--- config.mk ---
export PLATFORM = sky130hd
export DESIGN_NAME = multicycle_controller
export DESIGN_NICKNAME = d
export VERILOG_FILES = /design/src/rtl/multicycle_controller_pkg.sv /design/src/rtl/multicycle_controller_alu_decoder.sv /design/src/rtl/multicycle_controller.sv
export SDC_FILE = /design/constraint.sdc
export NUM_CORES = 1
export LEC_CHECK = 0
export BUFFER_PORTS_ARGS = -buffer_cell sky130_fd_sc_hd__buf_2
export CAP_MARGIN = 0
export CORE_ASPECT_RATIO = 1.1
export CORE_MARGIN = 2
export CORE_UTILIZATION = 31
export CTS_CLUSTER_SIZE = 30
export DETAILED_ROUTE_END_ITERATION = 8
export PLACE_DENSITY = 0.57
export SLEW_MARGIN = 20
export SYNTH_ARGS = -nofsm -noshare
export SYNTH_HDL_FRONTEND = slang
export SYNTH_SLANG_ARGS = --single-unit
--- constraint.sdc ---
create_clock -name clk -period 2.5 [get_ports clk]
set_input_delay 0.125 -clock clk [delete_from_list [all_inputs] [get_ports clk]]
set_output_delay 0.125 -clock clk [all_outputs]
set_load 0.02 [all_outputs]
--- src/rtl/multicycle_controller_pkg.sv ---
// rtl/multicycle_controller_pkg.sv - shared opcode, funct, ALU and state encodings
//
// Purpose: constants and the FSM state type used by the multicycle MIPS
// control unit and its ALU decoder.
// Ports: none (package).
package multicycle_controller_pkg;

  // Opcodes (instr[31:26])
  localparam logic [5:0] OP_RTYPE = 6'b000000;
  localparam logic [5:0] OP_LW    = 6'b100011;
  localparam logic [5:0] OP_SW    = 6'b101011;
  localparam logic [5:0] OP_BEQ   = 6'b000100;
  localparam logic [5:0] OP_BNE   = 6'b000101;
  localparam logic [5:0] OP_ADDI  = 6'b001000;
  localparam logic [5:0] OP_J     = 6'b000010;

  // R-type funct codes (instr[5:0])
  localparam logic [5:0] FN_ADD = 6'b100000;
  localparam logic [5:0] FN_SUB = 6'b100010;
  localparam logic [5:0] FN_AND = 6'b100100;
  localparam logic [5:0] FN_OR  = 6'b100101;
  localparam logic [5:0] FN_SLT = 6'b101010;

  // Main-decoder to ALU-decoder operation class
  localparam logic [1:0] ALUOP_ADD   = 2'b00;
  localparam logic [1:0] ALUOP_SUB   = 2'b01;
  localparam logic [1:0] ALUOP_FUNCT = 2'b10;

  // ALU control codes
  localparam logic [2:0] ALU_ADD = 3'b010;
  localparam logic [2:0] ALU_SUB = 3'b110;
  localparam logic [2:0] ALU_AND = 3'b000;
  localparam logic [2:0] ALU_OR  = 3'b001;
  localparam logic [2:0] ALU_SLT = 3'b111;

  typedef enum logic [3:0] {
    S_FETCH   = 4'd0,
    S_DECODE  = 4'd1,
    S_MEMADR  = 4'd2,
    S_MEMRD   = 4'd3,
    S_MEMWB   = 4'd4,
    S_MEMWR   = 4'd5,
    S_RTYPEEX = 4'd6,
    S_RTYPEWB = 4'd7,
    S_BEQEX   = 4'd8,
    S_BNEEX   = 4'd9,
    S_ADDIEX  = 4'd10,
    S_ADDIWB  = 4'd11,
    S_JEX     = 4'd12
  } state_e;

endpackage

--- src/rtl/multicycle_controller_alu_decoder.sv ---
// rtl/multicycle_controller_alu_decoder.sv - aluop/funct to ALU control decoder
//
// Purpose: purely combinational ALU decoder.
// Ports:
//   aluop      in  2  operation class from the main FSM
//   funct      in  6  instr[5:0]
//   alucontrol out 3  ALU operation select
//   bad_funct  out 1  funct not supported (only meaningful when aluop selects funct)
module alu_decoder
  import multicycle_controller_pkg::*;
(
  input  logic [1:0] aluop,
  input  logic [5:0] funct,
  output logic [2:0] alucontrol,
  output logic       bad_funct
);

  always_comb begin
    alucontrol = ALU_ADD;
    bad_funct  = 1'b0;
    case (aluop)
      ALUOP_SUB: alucontrol = ALU_SUB;
      ALUOP_FUNCT: begin
        case (funct)
          FN_ADD:  alucontrol = ALU_ADD;
          FN_SUB:  alucontrol = ALU_SUB;
          FN_AND:  alucontrol = ALU_AND;
          FN_OR:   alucontrol = ALU_OR;
          FN_SLT:  alucontrol = ALU_SLT;
          // Unsupported funct still performs an add so the datapath stays defined.
          default: bad_funct  = 1'b1;
        endcase
      end
      // aluop 00 and the unused 11 both decode as add
      default: alucontrol = ALU_ADD;
    endcase
  end

endmodule

--- src/rtl/multicycle_controller.sv ---
// rtl/multicycle_controller.sv - multicycle MIPS sequencing control unit (Moore FSM)
//
// Purpose: walks each instruction through fetch/decode/execute/writeback and
// drives the datapath control inputs.
// Ports:
//   clk, reset (sync, active-low)
//   op[5:0], funct[5:0], zero          from datapath
//   pcen, pcsrc[1:0], irwrite, lord, memwrite, alusrca, alusrcb[1:0],
//   regdst, memtoreg, regwrite, alucontrol[2:0], illegal_op   to datapath
module multicycle_controller
  import multicycle_controller_pkg::*;
#(
  parameter bit ENABLE_BNE = 1'b1
) (
  input  logic       clk,
  input  logic       reset,
  input  logic [5:0] op,
  input  logic [5:0] funct,
  input  logic       zero,
  output logic       pcen,
  output logic [1:0] pcsrc,
  output logic       irwrite,
  output logic       lord,
  output logic       memwrite,
  output logic       alusrca,
  output logic [1:0] alusrcb,
  output logic       regdst,
  output logic       memtoreg,
  output logic       regwrite,
  output logic [2:0] alucontrol,
  output logic       illegal_op
);

  state_e     state_q, state_d;
  logic [1:0] aluop;
  logic       pcwrite, branch, bne;
  logic       irwrite_s, memwrite_s, regwrite_s;
  logic       bad_op, bad_funct;

  always_ff @(posedge clk) begin
    if (!reset) state_q <= S_FETCH;
    else        state_q <= state_d;
  end

  always_comb begin
    state_d    = S_FETCH;
    pcwrite    = 1'b0;
    branch     = 1'b0;
    bne        = 1'b0;
    irwrite_s  = 1'b0;
    memwrite_s = 1'b0;
    regwrite_s = 1'b0;
    lord       = 1'b0;
    alusrca    = 1'b0;
    alusrcb    = 2'b00;
    regdst     = 1'b0;
    memtoreg   = 1'b0;
    aluop      = ALUOP_ADD;
    pcsrc      = 2'b00;
    bad_op     = 1'b0;
    case (state_q)
      S_FETCH: begin
        irwrite_s = 1'b1;
        alusrcb   = 2'b01;
        pcwrite   = 1'b1;
        state_d   = S_DECODE;
      end
      S_DECODE: begin
        // Precompute the branch target into ALUOut while the opcode is decoded.
        alusrcb = 2'b11;
        case (op)
          OP_LW, OP_SW: state_d = S_MEMADR;
          OP_RTYPE:     state_d = S_RTYPEEX;
          OP_BEQ:       state_d = S_BEQEX;
          OP_BNE: begin
            if (ENABLE_BNE) state_d = S_BNEEX;
            else            bad_op  = 1'b1;
          end
          OP_ADDI:      state_d = S_ADDIEX;
          OP_J:         state_d = S_JEX;
          default:      bad_op  = 1'b1;
        endcase
      end
      S_MEMADR: begin
        alusrca = 1'b1;
        alusrcb = 2'b10;
        state_d = (op == OP_LW) ? S_MEMRD : S_MEMWR;
      end
      S_MEMRD: begin
        lord    = 1'b1;
        state_d = S_MEMWB;
      end
      S_MEMWB: begin
        memtoreg   = 1'b1;
        regwrite_s = 1'b1;
      end
      S_MEMWR: begin
        lord       = 1'b1;
        memwrite_s = 1'b1;
      end
      S_RTYPEEX: begin
        alusrca = 1'b1;
        aluop   = ALUOP_FUNCT;
        state_d = S_RTYPEWB;
      end
      S_RTYPEWB: begin
        regdst     = 1'b1;
        regwrite_s = 1'b1;
      end
      S_BEQEX: begin
        alusrca = 1'b1;
        aluop   = ALUOP_SUB;
        pcsrc   = 2'b01;
        branch  = 1'b1;
      end
      S_BNEEX: begin
        alusrca = 1'b1;
        aluop   = ALUOP_SUB;
        pcsrc   = 2'b01;
        bne     = 1'b1;
      end
      S_ADDIEX: begin
        alusrca = 1'b1;
        alusrcb = 2'b10;
        state_d = S_ADDIWB;
      end
      S_ADDIWB: regwrite_s = 1'b1;
      S_JEX: begin
        pcsrc   = 2'b10;
        pcwrite = 1'b1;
      end
      default: state_d = S_FETCH;
    endcase
  end

  alu_decoder u_alu_decoder (
    .aluop      (aluop),
    .funct      (funct),
    .alucontrol (alucontrol),
    .bad_funct  (bad_funct)
  );

  // Every write-type enable is masked while reset is low so an abandoned
  // instruction cannot commit anything in the reset cycle.
  assign pcen       = reset & (pcwrite | (branch & zero) | (bne & ~zero));
  assign irwrite    = reset & irwrite_s;
  assign memwrite   = reset & memwrite_s;
  assign regwrite   = reset & regwrite_s;
  assign illegal_op = reset & (bad_op | (bad_funct & (state_q == S_RTYPEEX)));

endmodule

==> results of run 1 <==
-- area by class of cell --
class	count	area, µm²
multi-input cells	79	467
well taps	18	22.5
inverters	5	18.8
clock buffers	3	22.5
repair buffers	30	150
fillers	202	1040
flip-flops and latches	4	80.1
-- cells in the mapped netlist (2+ instances only) --
cell type | number | area [µm²]
nand2_1 | 13 | 48.8
nor2_1 | 13 | 48.8
nor3_1 | 6 | 30.0
a21oi_1 | 5 | 25.0
inv_1 | 5 | 18.8
dfxtp_1 | 4 | 80.1
and3_1 | 3 | 18.8
nand3_1 | 3 | 15.0
nor3b_1 | 3 | 22.5
o21ai_0 | 3 | 15.0
a41oi_1 | 2 | 17.5
and2_1 | 2 | 12.5
and2b_1 | 2 | 15.0
ha_1 | 2 | 25.0
nand2b_1 | 2 | 12.5
nand3b_1 | 2 | 15.0
nand4_1 | 2 | 12.5
nor2b_1 | 2 | 12.5
xor2_1 | 2 | 17.5
-- cell families after synthesis --
kind of cell	after synthesis	synth area share (%)
AOI/OAI and AO/OA	18	21.5
xor gates and xnor gates	2	2.95
adders and majority gates	3	5.91
buffers and inverters	9	7.81
DFF	4	13.5
and+or+nand+nor	56	48.3
-- worst max-delay path, stage by stage, from the launching register on --
cell     delay, ps
dfxtp_1        580
and2b_4        280
nand2_1         80
inv_1           50
ha_1           210
a41oi_1        180
nor2_1          50
buf_2          150
-- routing by layer --
metal / track usage (%) / part of all wire, % / vias up
li1: - / - / 393
met1: 22.3 / 53 / 315
met2: 23.2 / 42 / 21
met3: 5.49 / 4.2 / 0
met4: 0 / 0 / 0
met5: 0 / 0 / -
-- worst max-delay path by stage --
stage	from	end	slack [ps]
2_1_floorplan	state_q[3]	alucontrol[2]	960
3_3_place_gp	state_q[0]	alucontrol[2]	850
3_5_place_dp	state_q[0]	alucontrol[2]	820
4_1_cts	state_q[0]	alucontrol[2]	550
5_1_grt	state_q[0]	alucontrol[2]	400
6_report	state_q[0]	alucontrol[2]	560
-- power by group through the flow --
stage                     logic (mW)  clock network (mW)  registers, mW
final                         0.0624              0.0788         0.0720
after global routing          0.0699              0.0950         0.0725
after CTS                     0.0629              0.0839         0.0718
after detailed placement      0.0627                   0         0.0728
after global placement        0.0620                   0         0.0726
after floorplan               0.0404                   0         0.0683
==> results.md, run 1 <==
- Min-delay src: reset
- Clock Latency Late Sink: 230 ps
- Most flops, register: state_q
- Setup Fix Bufs, Post-CTS: 0
- Layout cells sized above 1: 29.8%
- Worst-path fanout max: 14
- Drt initial violations: 7
- Seq cells post-synth: 4
- Nets@finish: 140
- Peak supply drop: 302 µV
- Depth of the worst register-to-register path: 4
- WHS Endpoint: state_q[0]
- Worst Hold Path Cells: 2
- Fin. Hold Viols: 0
- Sequential share of power: 33.8%
- WP data arrival: 1810 ps
- Most common cell after layout, fill and taps aside: buf_2
- Sw frac: 31.6%
- Reg-to-Reg End: state_q[0]
- CP startpoint kind: flip-flop
- Min Hold Slack: 238 ps
- Fin util: 42.2%
- TritonCTS Buffers: 3
- Tot GR Track Use: 15.4%
- Comb pwr share: 29.3%
- CTS clock-pin slew for the worst setup and hold paths: 40 ps
- Synthesized area: 593 µm²
- Final Skew: 1.06 ps
- CTS tree: done
- NetSw: 0.0673 mW
- Worst hold path type: in -> reg
- Critical Path RT: 2380 ps
- Worst R2R Setup Slack: 1110 ps
- Critical setup path kind: reg -> out
- Post-route total power: 0.213 mW
- Final worst-path cycle share: 77.5%
- Ant. Diodes: 0
- DRC errors left: 0
- RSZ-0062 raised after global routing: no
- Max-Cap Viols: 0
- Commonest cells after routing, fill and taps aside: buf_2, nor2_1, nand2_1, nor3_1
- DP Worst Slack: 816 ps
- Vias per cell: 5.24
- Setup slack after layout: 562 ps
- Design Area, Final: 761 µm²
- GRT overflow: 0
- Sequential fraction of the synthesis area: 13.5%
- Synth Instances: 92
- Placer Congestion: 0.807
- Core Box Area: 0.00180 mm²
- Slew @ Worst Pin: 471 ps
- Fmax achieved: 516 MHz
- FF-to-FF Start: state_q[1]
- Io pins: 31
- Final Max Slew Viols: 0
- Top FF cell, synth: dfxtp_1
- TNS Setup: 0 ps
- Clock root cell: clkbuf_4
- CTS Buffer Depth: 2
- Via count: 729
- Area Growth Syn to Fin: 28.3%
- Cell row count: 16
- Int Pwr: 0.146 mW
- Final setup viols: 0
- First-pass GRT wire length: 2700 µm
- Syn avg cell area: 6.45 µm²
- Die X: 45.7 µm
- Initial antenna violation count: 0
- Worst setup EP type: primary output
- LEAKAGE: 0.368 nW
- Post-CTS Hold Buffers: 0
- Die Area: 0.00228 mm²
- Clock network fraction of total power: 37.0%
- Max_slew headroom: 68.5%
- H-tree depth: 1
- Total of warnings raised by yosys: 0
- Status: completed
- Post-DP Area: 738 µm²
- Initial Utilization: 32.9%
- # clock sinks: 4
- DP Wirelength: 1220 µm
- Routed WL per cell: 11.1 µm
- Largest register FFs: 4
- Vias in the first global route: 646
- Post-synth EDFFs: 0
- Drt total wl: 1550 µm
- Syn nets: 109
- Post-synthesis cell type count: 35
- Power density cells: 280 mW/mm²
- Largest net degree at the start of global routing: 16
- ANT nets after route: 0
- Finished Layout Cells: 139
- Die height: 49.9 µm
- Drt pass-1 iters: 4
- Top flop regs: state_q: 4 flops
- PostCTS Resize Cnt: 0
- # placed instances: 136
- Port Buf Inserts: 30
- Async S/R FF share, synth: 0%
- Minimum clock period: 1940 ps
Power figures use the tool's default switching activity.
==> run 2: changes to the inputs <==
==> constraint.sdc (replaced) <==
create_clock -name clk -period 1.85 [get_ports clk]
set_input_delay 0.0925 -clock clk [delete_from_list [all_inputs] [get_ports clk]]
set_output_delay 0.0925 -clock clk [all_outputs]
set_load 0.02 [all_outputs]
==> run 2 against run 1 <==
Effect of this change: clock-buffer cell count unchanged; combinational power up 50%; non-clock buffer count up 2; flip-flop and latch count unchanged; clock skew up 5.9 ps; first-iteration DRC count up 110%; total power up 38%; via count up 4.0%; register-to-register slack worse by 500 ps.
==> results.md, run 2 (synthesis gave the netlist of run 1 again) <==
- Status: completed
- # clock sinks: 4
- TritonCTS Buffers: 3
- Layout cells sized above 1: 32.5%
- First-pass GRT wire length: 2680 µm
- Largest net degree at the start of global routing: 13
- DRC errors left: 0
- Design Area, Final: 778 µm²
- Final worst-path cycle share: 92.3%
- Crit path cell chain: nand2b_1 > nor2_1 > inv_1 > ha_1 > a41oi_1 > nor2_1 > buf_2
- Vias per cell: 5.38
- Most frequent CP cell: nor2_1
- Minimum clock period: 1710 ps
- Tot GR Track Use: 15.5%
- Die Area: 0.00228 mm²
- Max_slew headroom: 80.5%
- Port Buf Inserts: 30
- Worst hold path type: in -> reg
- Final Skew: 6.93 ps
- Initial antenna violation count: 0
- Commonest cells after routing, fill and taps aside: buf_2, nor2_1, nand2_1, nor3_1
- CP startpoint kind: flip-flop
- Io pins: 31
- Clock root cell: clkbuf_4
- Fin. Hold Viols: 0
- Vias in the first global route: 658
- GRT overflow: 0
- Worst setup EP type: primary output
- Largest register FFs: 4
- CP startpoint: state_q[2]
- Most common cell after layout, fill and taps aside: buf_2
- Via count: 758
- Initial Utilization: 32.9%
- Worst-path fanout max: 8
- Setup Fix Bufs, Post-CTS: 0
- Max-Cap Viols: 0
- Cell row count: 16
- Ant. Diodes: 0
- Worst path max stage delay: 370 ps
- Worst Setup EP: alucontrol[2]
- CTS clock-pin slew for the worst setup and hold paths: 40 ps
- Drt initial violations: 15
- Fmax achieved: 586 MHz
- H-tree depth: 1
- Worst Hold Path Cells: 2
- Die height: 49.9 µm
- Most flops, register: state_q
- PostCTS Resize Cnt: 0
- WP data arrival: 1610 ps
- DP Wirelength: 1310 µm
- Post-DP Area: 753 µm²
- Power density cells: 379 mW/mm²
- Final Max Slew Viols: 0
- CTS Buffer Depth: 2
- Worst path slowest cell: dfxtp_1
- Worst R2R Setup Slack: 610 ps
- Slew @ Worst Pin: 291 ps
- Die X: 45.7 µm
- Peak supply drop: 230 µV
- ANT nets after route: 0
- Drt pass-1 iters: 4
- Fin util: 43.2%
- Area Growth Syn to Fin: 31.2%
- LEAKAGE: 0.379 nW
- Top flop regs: state_q: 4 flops
- RSZ-0062 raised after global routing: no
- CTS tree: done
- Post-route total power: 0.295 mW
- Drt total wl: 1630 µm
- TNS Setup: 0 ps
- FF-to-FF Start: state_q[2]
- DP Worst Slack: 287 ps
- Setup slack after layout: 143 ps
- Reg-to-Reg End: state_q[1]
- Nets@finish: 142
- Depth of the worst register-to-register path: 5
- Final setup viols: 0
- Clock Latency Late Sink: 240 ps
- Placer Congestion: 0.854
- Core Box Area: 0.00180 mm²
- Critical setup path kind: reg -> out
- Critical Path RT: 1760 ps
- Routed WL per cell: 11.6 µm
- Post-CTS Hold Buffers: 0
## run 2: worst min path at each step
stage / from / end / slack (ps)
floorplan: op[4] / state_q[3] / 290
global placement: reset / state_q[0] / 450
detailed placement: reset / state_q[0] / 440
CTS: reset / state_q[0] / 190
global route: op[4] / state_q[3] / 210
finish: reset / state_q[0] / 200
## run 2: power by group
group          total, mW  switching [mW]  internal [mW]
Clock              0.109          0.0365         0.0726
Sequential        0.0918         0.00260         0.0892
Combinational     0.0937          0.0557         0.0380
## run 2: cell type report
class / instances / area [µm²]
fillers: 214 / 1020
multi-input cells: 79 / 467
repair buffers: 32 / 165
flip-flops and latches: 4 / 82.6
clock buffers: 3 / 22.5
well taps: 18 / 22.5
inverters: 5 / 18.8
## run 2: through the flow
stage / hold WS [ps] / instances
final: 203 / 141
after global routing: 210 / 141
after detailed placement: 444 / 138
after global placement: 449 / 138
after floorplan: 287 / 92
after CTS: 190 / 141
## run 2: per-layer routing
layer	global-route usage, %	wire length (µm)	up-vias
met5	0	0	-
met4	5.71	20	0
met3	3.30	83	2
met2	24.6	755	27
met1	20.1	770	336
li1	-	-	393
## run 2: critical path, delay by kind of cell, from the launching register on
family                   cells  cell delay, ps
AND/OR/NAND/NOR              3             390
flip-flops                   1             370
buffers and inverters        2             210
adder cells (fa/ha/maj)      1             200
AO/OA/AOI/OAI                1             200
==> run 3: changes to the inputs <==
--- a/config.mk
+++ b/config.mk
@@ -13,6 +13,7 @@
 export CTS_CLUSTER_SIZE = 30
 export DETAILED_ROUTE_END_ITERATION = 8
 export PLACE_DENSITY = 0.57
+export RECOVER_POWER = 50
 export SLEW_MARGIN = 20
 export SYNTH_ARGS = -nofsm -noshare
 export SYNTH_HDL_FRONTEND = slang
==> run 3 against run 2 <==
Effect of this change: hold slack about the same; global-route usage unchanged; worst setup slack got worse by 3.3 ps; clock-buffer cell count unchanged; register-to-register slack is essentially flat; cell area fell by 0.64%; largest cell class unchanged.
==> results.md, run 3 (synthesis gave the netlist of run 1 again) <==
- Worst hold path type: in -> reg
- # placed instances: 138
- Critical Path RT: 1760 ps
- Commonest cells after routing, fill and taps aside: buf_2, nor2_1, nand2_1, nor3_1
- M1 GR Usage: 20.1%
- Top flop regs: state_q: 4 flops
- Layout cells sized above 1: 29.3%
- Max-Cap Viols: 0
- Routed WL per cell: 11.6 µm
- Minimum clock period: 1710 ps
- Min Hold Slack: 203 ps
- Largest register FFs: 4
- Via count: 757
- Drt pass-1 iters: 4
- Nets@finish: 142
- CTS clock-pin slew for the worst setup and hold paths: 40 ps
- Cell row count: 16
- Area Growth Syn to Fin: 30.4%
- Vias in the first global route: 658
- CP startpoint kind: flip-flop
- Delay-heaviest family, CP: simple AND/OR/NAND/NOR gates
- Reg-to-Reg End: state_q[1]
- Max_slew headroom: 80.5%
- Power density cells: 380 mW/mm²
- RSZ-0062 raised after global routing: no
- Die Area: 0.00228 mm²
- Tot GR Track Use: 15.5%
- Core Box Area: 0.00180 mm²
- Fmax achieved: 585 MHz
- Final worst-path cycle share: 92.4%
- Worst-path fanout max: 8
- Die height: 49.9 µm
- DP Wirelength: 1310 µm
- Drt total wl: 1640 µm
- Clock Latency Late Sink: 240 ps
- Die X: 45.7 µm
- CP startpoint: state_q[2]
- Final setup viols: 0
- GRT overflow: 0
- DRC errors left: 0
- Port Buf Inserts: 30
- ANT nets after route: 0
- Slew @ Worst Pin: 291 ps
- Most common cell after layout, fill and taps aside: buf_2
- LEAKAGE: 0.366 nW
- TNS Setup: 0 ps
- Worst Hold Path Cells: 2
- GR peak layer: met2
- Final Skew: 6.93 ps
- Post-CTS Hold Buffers: 0
- Final Max Slew Viols: 0
- CP bufs+invs: 2
- Fin. Hold Viols: 0
- Initial Utilization: 32.9%
- Worst R2R Setup Slack: 610 ps
- FF-to-FF Start: state_q[2]
- Peak supply drop: 230 µV
- TritonCTS Buffers: 3
- First-pass GRT wire length: 2680 µm
- Worst Setup EP: alucontrol[2]
- Min-delay src: reset
- Worst setup EP type: primary output
- Post-route total power: 0.294 mW
- WP depth: 7
- Worst path slowest cell: dfxtp_1
- Met3 Use GR: 3.30%
- Critical setup path kind: reg -> out
- GRT met2 Usage: 24.6%
- Status: completed
- Initial antenna violation count: 0
- Worst path max stage delay: 370 ps
- Depth of the worst register-to-register path: 5
- Largest net degree at the start of global routing: 13
- Drt initial violations: 15
- WP data arrival: 1620 ps
- Finished Layout Cells: 141
- Placer Congestion: 0.854
- Most flops, register: state_q
- Vias per cell: 5.37
- Io pins: 31
- CTS tree: done
- Most frequent CP cell: nor2_1
- Ant. Diodes: 0
- H-tree depth: 1
- CTS Buffer Depth: 2
- Clock root cell: clkbuf_4
- Crit path cell chain: nand2b_1 > nor2_1 > inv_1 > ha_1 > a41oi_1 > nor2_1 > buf_2
- # clock sinks: 4
run 3: where the power goes:
| group | switching [mW] | total, mW | internal [mW] |
|---|---|---|---|
| sequential | 0.00261 | 0.0918 | 0.0892 |
| clock | 0.0365 | 0.109 | 0.0726 |
| combinational | 0.0557 | 0.0929 | 0.0372 |
run 3: what timing repair did:
action                                  in CTS  in global routing
endpoints found under the setup margin       0                  4
endpoints found under the hold margin        0                  0
buffers inserted                             0                  0
resized for setup                            0                  2
run 3: final cells by class:
cell class | count | area (µm²)
flip-flops and latches | 4 | 82.6
inverters | 5 | 18.8
well taps | 18 | 22.5
repair buffers | 32 | 160
fillers | 215 | 1030
clock buffers | 3 | 22.5
multi-input cells | 79 | 467
run 3: worst min path at each step:
| stage | end | slack, ps |
|---|---|---|
| 6_report | state_q[0] | 200 |
| 4_1_cts | state_q[0] | 190 |
| 3_3_place_gp | state_q[0] | 450 |
| 3_5_place_dp | state_q[0] | 440 |
| 5_1_grt | state_q[3] | 210 |
| 2_1_floorplan | state_q[3] | 290 |
run 3: stage by stage:
step	cell area [µm²]	util, %	setup slack, ps
after detailed placement	753	41.8	287
final	773	42.9	140
after global routing	773	42.9	4.44
after CTS	776	43.1	29.9
after global placement	753	41.8	329
after floorplan	593	-	346
run 3: layer usage:
| metal | vias to the layer above | share of wire, % |
|---|---|---|
| li1 | 393 | - |
| met1 | 337 | 47 |
| met2 | 27 | 47 |
| met3 | 0 | 5.5 |
| met4 | 0 | 0 |
| met5 | - | 0 |
run 3: worst register-to-register path, delay by kind of cell (launching register included):
| kind | cells | cell delay [ps] |
|---|---|---|
| buffers and inverters | 1 | 210 |
| AND/OR/NAND/NOR | 2 | 190 |
| flip-flops | 1 | 450 |
| AO/OA/AOI/OAI | 2 | 270 |
